`src/rtl/nibble_serial_adder_ctrl_pkg.sv`:
```
// Shared definitions for the nibble-serial adder sequencer.
//   state_t    : controller state encoding (IDLE / RUN / DONE)
//   NIBBLE_W   : width of the shared adder slice
//   signed_ovf : two's-complement overflow decode from the three sign bits
package nibble_serial_adder_ctrl_pkg;

  localparam int NIBBLE_W = 4;

  typedef enum logic [1:0] {
    ST_IDLE = 2'd0,
    ST_RUN  = 2'd1,
    ST_DONE = 2'd2
  } state_t;

  // Overflow happens only when both addends share a sign and the sum's sign
  // differs from it. For subtraction the caller passes the inverted b sign.
  function automatic logic signed_ovf(input logic msb_a,
                                      input logic msb_b,
                                      input logic msb_r);
    return (msb_a == msb_b) && (msb_r != msb_a);
  endfunction

endpackage

```
`src/rtl/four_bits_adder_carry.sv`:
```
// 4-bit ripple adder slice built from a chain of full adders.
// Ports:
//   a, b   : 4-bit addends
//   ci     : carry in
//   result : 4-bit sum
//   cout   : carry out of the top bit
module four_bits_adder_carry (
  input  logic [3:0] a,
  input  logic [3:0] b,
  input  logic       ci,
  output logic [3:0] result,
  output logic       cout
);

  logic [4:0] c;

  assign c[0] = ci;

  for (genvar i = 0; i < 4; i++) begin : g_fa
    assign result[i] = a[i] ^ b[i] ^ c[i];
    assign c[i+1]    = (a[i] & b[i]) | (c[i] & (a[i] ^ b[i]));
  end

  assign cout = c[4];

endmodule

```
`src/rtl/nibble_serial_adder_ctrl.sv`:
```
// Wide add/subtract performed one nibble per clock through a single shared
// 4-bit adder slice, LSB nibble first, with the inter-nibble carry held in a
// register.
// Parameters:
//   NIBBLES : number of 4-bit slices (2..8); operand width W = 4*NIBBLES
// Ports:
//   clk    : system clock, rising edge
//   rst    : synchronous active-high reset
//   start  : request, accepted in IDLE or DONE
//   sub    : 0 = a+b, 1 = a-b (sampled with start)
//   a, b   : W-bit operands (sampled with start)
//   busy   : high while nibbles are processed
//   done   : one-cycle pulse, result/cout/ovf valid from this cycle
//   result : W-bit sum/difference, held until the next accepted start
//   cout   : final carry out (for subtract: 1 = no borrow)
//   ovf    : two's-complement overflow of the W-bit operation
module nibble_serial_adder_ctrl
  import nibble_serial_adder_ctrl_pkg::*;
#(
  parameter int NIBBLES = 4
) (
  input  logic                          clk,
  input  logic                          rst,
  input  logic                          start,
  input  logic                          sub,
  input  logic [NIBBLE_W*NIBBLES-1:0]   a,
  input  logic [NIBBLE_W*NIBBLES-1:0]   b,
  output logic                          busy,
  output logic                          done,
  output logic [NIBBLE_W*NIBBLES-1:0]   result,
  output logic                          cout,
  output logic                          ovf
);

  localparam int W      = NIBBLE_W * NIBBLES;
  localparam int IDX_W  = $clog2(NIBBLES);
  localparam int BASE_W = $clog2(W);

  state_t             state_q;
  state_t             state_d;
  logic [IDX_W-1:0]   idx_q;
  logic               carry_q;
  logic [W-1:0]       op_a_q;
  logic [W-1:0]       op_b_q;
  logic [W-1:0]       result_q;
  logic               cout_q;
  logic               ovf_q;

  logic               accept;
  logic               last;
  logic [BASE_W-1:0]  base;
  logic [NIBBLE_W-1:0] slice_a;
  logic [NIBBLE_W-1:0] slice_b;
  logic [NIBBLE_W-1:0] slice_sum;
  logic               slice_cout;

  // A new request is only looked at once the previous one has finished.
  assign accept = start && ((state_q == ST_IDLE) || (state_q == ST_DONE));
  assign last   = (idx_q == IDX_W'(NIBBLES - 1));

  // Bit offset of the current nibble: idx * 4, formed by concatenation so the
  // offset width matches the operand index width exactly.
  assign base    = {idx_q, 2'b00};
  assign slice_a = op_a_q[base +: NIBBLE_W];
  assign slice_b = op_b_q[base +: NIBBLE_W];

  four_bits_adder_carry u_slice (
    .a      (slice_a),
    .b      (slice_b),
    .ci     (carry_q),
    .result (slice_sum),
    .cout   (slice_cout)
  );

  // State register
  always_ff @(posedge clk) begin
    if (rst) begin
      state_q <= ST_IDLE;
    end else begin
      state_q <= state_d;
    end
  end

  // Next-state logic
  always_comb begin
    state_d = state_q;
    case (state_q)
      ST_IDLE: state_d = start ? ST_RUN : ST_IDLE;
      ST_RUN:  state_d = last ? ST_DONE : ST_RUN;
      ST_DONE: state_d = start ? ST_RUN : ST_IDLE;
      default: state_d = ST_IDLE;
    endcase
  end

  // Outputs: pure decodes of the registered state, no path from start.
  always_comb begin
    busy = (state_q == ST_RUN);
    done = (state_q == ST_DONE);
  end

  // Operand latches: data only, loaded on acceptance. Subtraction is done as
  // a + ~b + 1, with the +1 entering as the initial carry.
  always_ff @(posedge clk) begin
    if (accept) begin
      op_a_q <= a;
      op_b_q <= sub ? ~b : b;
    end
  end

  // Nibble walk: index, inter-nibble carry, result assembly and flags.
  always_ff @(posedge clk) begin
    if (rst) begin
      idx_q    <= '0;
      carry_q  <= 1'b0;
      result_q <= '0;
      cout_q   <= 1'b0;
      ovf_q    <= 1'b0;
    end else if (accept) begin
      idx_q    <= '0;
      carry_q  <= sub;
      result_q <= '0;
    end else if (state_q == ST_RUN) begin
      result_q[base +: NIBBLE_W] <= slice_sum;
      carry_q                    <= slice_cout;
      if (last) begin
        cout_q <= slice_cout;
        // The top nibble is being written this cycle, so the result sign bit
        // comes straight from the slice output.
        ovf_q  <= signed_ovf(op_a_q[W-1], op_b_q[W-1], slice_sum[NIBBLE_W-1]);
      end else begin
        idx_q <= idx_q + IDX_W'(1);
      end
    end
  end

  assign result = result_q;
  assign cout   = cout_q;
  assign ovf    = ovf_q;

endmodule

```
`config.mk`:
```
export PLATFORM = sky130hd
export DESIGN_NAME = nibble_serial_adder_ctrl
export DESIGN_NICKNAME = d
export VERILOG_FILES = /design/src/rtl/nibble_serial_adder_ctrl_pkg.sv /design/src/rtl/four_bits_adder_carry.sv /design/src/rtl/nibble_serial_adder_ctrl.sv
export SDC_FILE = /design/constraint.sdc
export NUM_CORES = 1
export LEC_CHECK = 0
export CAP_MARGIN = 20
export CORE_MARGIN = 1.5
export CORE_UTILIZATION = 35
export CTS_CLUSTER_SIZE = 40
export DETAILED_ROUTE_END_ITERATION = 8
export HOLD_SLACK_MARGIN = 0.08
export PLACE_DENSITY = 0.65
export SYNTH_ARGS = -nofsm -noshare
export SYNTH_HDL_FRONTEND = slang
export SYNTH_HIERARCHICAL = 1
export SYNTH_SLANG_ARGS = --single-unit
```
`constraint.sdc`:
```
create_clock -name clk -period 6.88 [get_ports clk]
set_input_delay 0.688 -clock clk [delete_from_list [all_inputs] [get_ports clk]]
set_output_delay 0.688 -clock clk [all_outputs]
set_load 0.1 [all_outputs]
```
==> key figures <==
CTS
  • Num CTS Buffers: 5
  • Clock transition at path regs: approximately 0.09 ns
  • Root buf cell: clkbuf_8
  • Longest Clk Path Bufs: 2
  • Cts hold-fix bufs: 0
  • CTS tree: yes
  • # resized after CTS: 0
  • Setup bufs post-CTS: 0
  • Skew-Pair Late Insertion Delay: roughly 0.3 ns
  • CTS HTree Levels: 2
  • Num Clock Sinks: 55

Finish
  • Commonest non-fill, non-tap cell in the layout: clkdlybuf4s50_1
  • Layout fillers: ~630
  • Share of cells above drive strength 1: under 10%
  • Nets: roughly 280
  • Final core occ: 47.2%
  • Highest-count cells in the layout ignoring fill and taps: 55 x clkdlybuf4s50_1, 32 x edfxtp_1, 23 x dfxtp_1
  • Diode count: 0
  • Area taken by multi-input logic gates: about 1000 µm²
  • Syn-to-layout area delta: 28.9%
  • Sequential cell area: 1420 µm²

Min path
  • Worst hold-check path type: reg2reg
  • Hold_sp: result[3]

Power and ir drop
  • Sw Ratio: 25.2%
  • Share of power burned in registers: about 54%
  • Cell Pwr Density: around 220 nW/µm²
  • Worst VDD drop: ~110 µV
  • Combinational Power Share: between 10% and 20%
  • Total Power: about 0.0007 W
  • Cell Int Power: around 0.00052 W
  • Switching Power: 0.000176 W
  • Leak Pwr: between 1 and 1.5 nW
  • Power share of the clock group: between 20 and 30%

GRT
  • Global-route wire length before repair: around 7400 µm
  • GRT Overall Usage: approximately an eighth
  • Initial antenna violation count: 0
  • Largest net degree at the start of global routing: 39
  • Gr ovfl total: 0
  • Vias in the first global route: approximately 1,500

Logic synthesis
  • Mapped cell area: 2520 µm²
  • Post-Syn Instances: 185
  • Cell taking the most area after synthesis: edfxtp_1
  • Cells taking the most area after synthesis: edfxtp_1 38%, dfxtp_1 18%, mux4_1 7.3%
  • Syn Nets: about 230
  • Area fraction of the dominant cell type after synthesis: about two fifths
  • Yosys Warn Count: 6
  • Yosys cell types: 39
  • Mapped Avg Cell Area: around 14 µm²
  • Sequential-to-total area share from yosys stat: 56.5%
  • Flops & latches, synth: 55

Routing
  • Drt drc: 0
  • Drt initial violations: between 40 and 50
  • Vias post-DR: about 1,500
  • Initial DRT Pass Iterations: 5
  • DR vias/cell: about 4.6
  • DR WL/cell: 13.5 µm
  • Post-Route WL: 4530 µm
  • Routed Antenna Nets: 0

Timing
  • RSZ-0062 raised after global routing: no
  • Final period utilization: between 50% and 60%
  • Hold Vio Cnt, Final: 0
  • Min Hold Slack: 0.460 ns
  • Fin crit period: 3.85 ns
  • Slew Viols, Final: 0
  • Max Clk Rate: ~0.26 GHz
  • Layout Skew: 0.00691 ns
  • Setup_tns: 0 ns
  • Worst-Margin Slew: between 0.9 and 1 ns
  • Final setup fails: 0
  • Slew Limit Headroom: between 30% and 40%

Worst setup path
  • WS Path Type: reg2reg
  • Crit start category: flop
  • Kind of end point of the critical path: flop
  • Arrival @ worst endpoint: a little over 4 ns
  • CP required: 7.12 ns
  • Maximum fanout along the worst path: 21
  • Worst R2R Start: idx_q[0]
  • Worst setup startpoint: idx_q[0]

Floorplanning
  • Die width: 87.8 µm
  • Die Y: between 80 and 90 µm
  • Initial Utilization: 36.6%
  • Die ar.: 7710 µm²
  • IO Pins: 56
  • Floorplan row count: 30
  • Core Box Area: 6870 µm²

Place
  • # port buffers: between 50 and 60
  • Hpwl dp: 3320 µm
  • GPL Wtd Cong: roughly 0.76

Outcome
  • Outcome: finished, final reports clean

Run
  • Max cap viols: 0
## cell families (layout without fill, tap and decap cells)
family	after synthesis	count (layout)	synth area share [%]
flip-flops	55	55	56.5
AND/OR/NAND/NOR	49	49	12.0
AO/OA/AOI/OAI	22	22	6.46
buffers and inverters	22	76	3.98
XOR/XNOR	17	17	5.91
adder cells (fa/ha/maj)	10	10	6.16
multiplexers	10	10	9.00
## final cells by class
cell class / instances / share of cell area (%)
multi-input cells: 108 / 30.7
repair buffers: 55 / 17.0
well taps: 96 / 3.70
clock inverters: 3 / 1.20
flip-flops and latches: 55 / 43.8
inverters: 13 / 1.50
clock buffers: 5 / 2.12
## Yosys cell counts, drive strengths merged
master / count
dfxtp: 23
edfxtp: 32
nand2b: 2
nor3b: 3
mux4: 8
inv: 13
nor3: 1
nor2: 10
nor4: 2
fa: 4
nand4: 2
nand4bb: 1
clkbuf: 2
nor2b: 3
a22oi: 2
a21oi: 9
mux2i: 2
and3b: 1
ha: 6
xor2: 16
or3b: 1
buf: 7
a22o: 4
nand2: 8
and4: 2
and2: 1
and3: 1
a211oi: 3
nand3: 5
xnor2: 1
nand3b: 6
a32o: 4
## final timing paths
path / to / slack [ns] / depth (start not counted)
worst max-delay path: result[7] / 3.03 / 12
worst min-delay path: result[3] / 0.46 / 2
worst max register to register: result[7] / 3.03 / 12
worst min register to register: result[3] / 0.46 / 2
## registers in the layout, summed over array words and instances, names as in the netlist
name,cells
op_a_q,16
op_b_q,16
result,16
idx_q,2
state_q,2
carry_q,1
cout,1
ovf,1
## stage by stage
| step | cells | setup WS, ns | area, µm² |
|---|---|---|---|
| 5_1_grt | 335 | 2.81 | 3240 |
| 2_1_floorplan | 185 | 3.76 | 2520 |
| 3_3_place_gp | 327 | 3.20 | 3140 |
| 6_report | 335 | 3.03 | 3240 |
| 4_1_cts | 335 | 3.06 | 3240 |
| 3_5_place_dp | 327 | 3.09 | 3140 |
## worst max-delay path, cell delays in order (launching register included)
cell and delay, ns:
dfxtp_1 0.92, mux4_1 0.69, fa_1 0.44, inv_1 0.08, fa_1 0.16, inv_1 0.05
fa_1 0.35, inv_1 0.08, fa_1 0.41, inv_1 0.21, and4_1 0.22, a22oi_1 0.07
nor2_1 0.10
## routing by layer
layer	up-vias	wire length (µm)	part of all wire, %	GRT usage [%]
li1	783	-	-	-
met1	712	2190	48	17.1
met2	46	2070	46	19.9
met3	4	210	4.6	3.39
met4	0	59	1.3	5.19
met5	-	0	0	0
## power by group through the flow
stage,Clock [W],Sequential [W],Combinational (W)
after global placement,0,0.000386,0.000112
after detailed placement,0,0.000386,0.000114
after CTS,0.000213,0.000378,0.000114
after floorplan,0,0.000390,0.0000674
final,0.000208,0.000378,0.000115
after global routing,0.000224,0.000381,0.000123
Note: power is estimated with default switching activity, not from simulation.
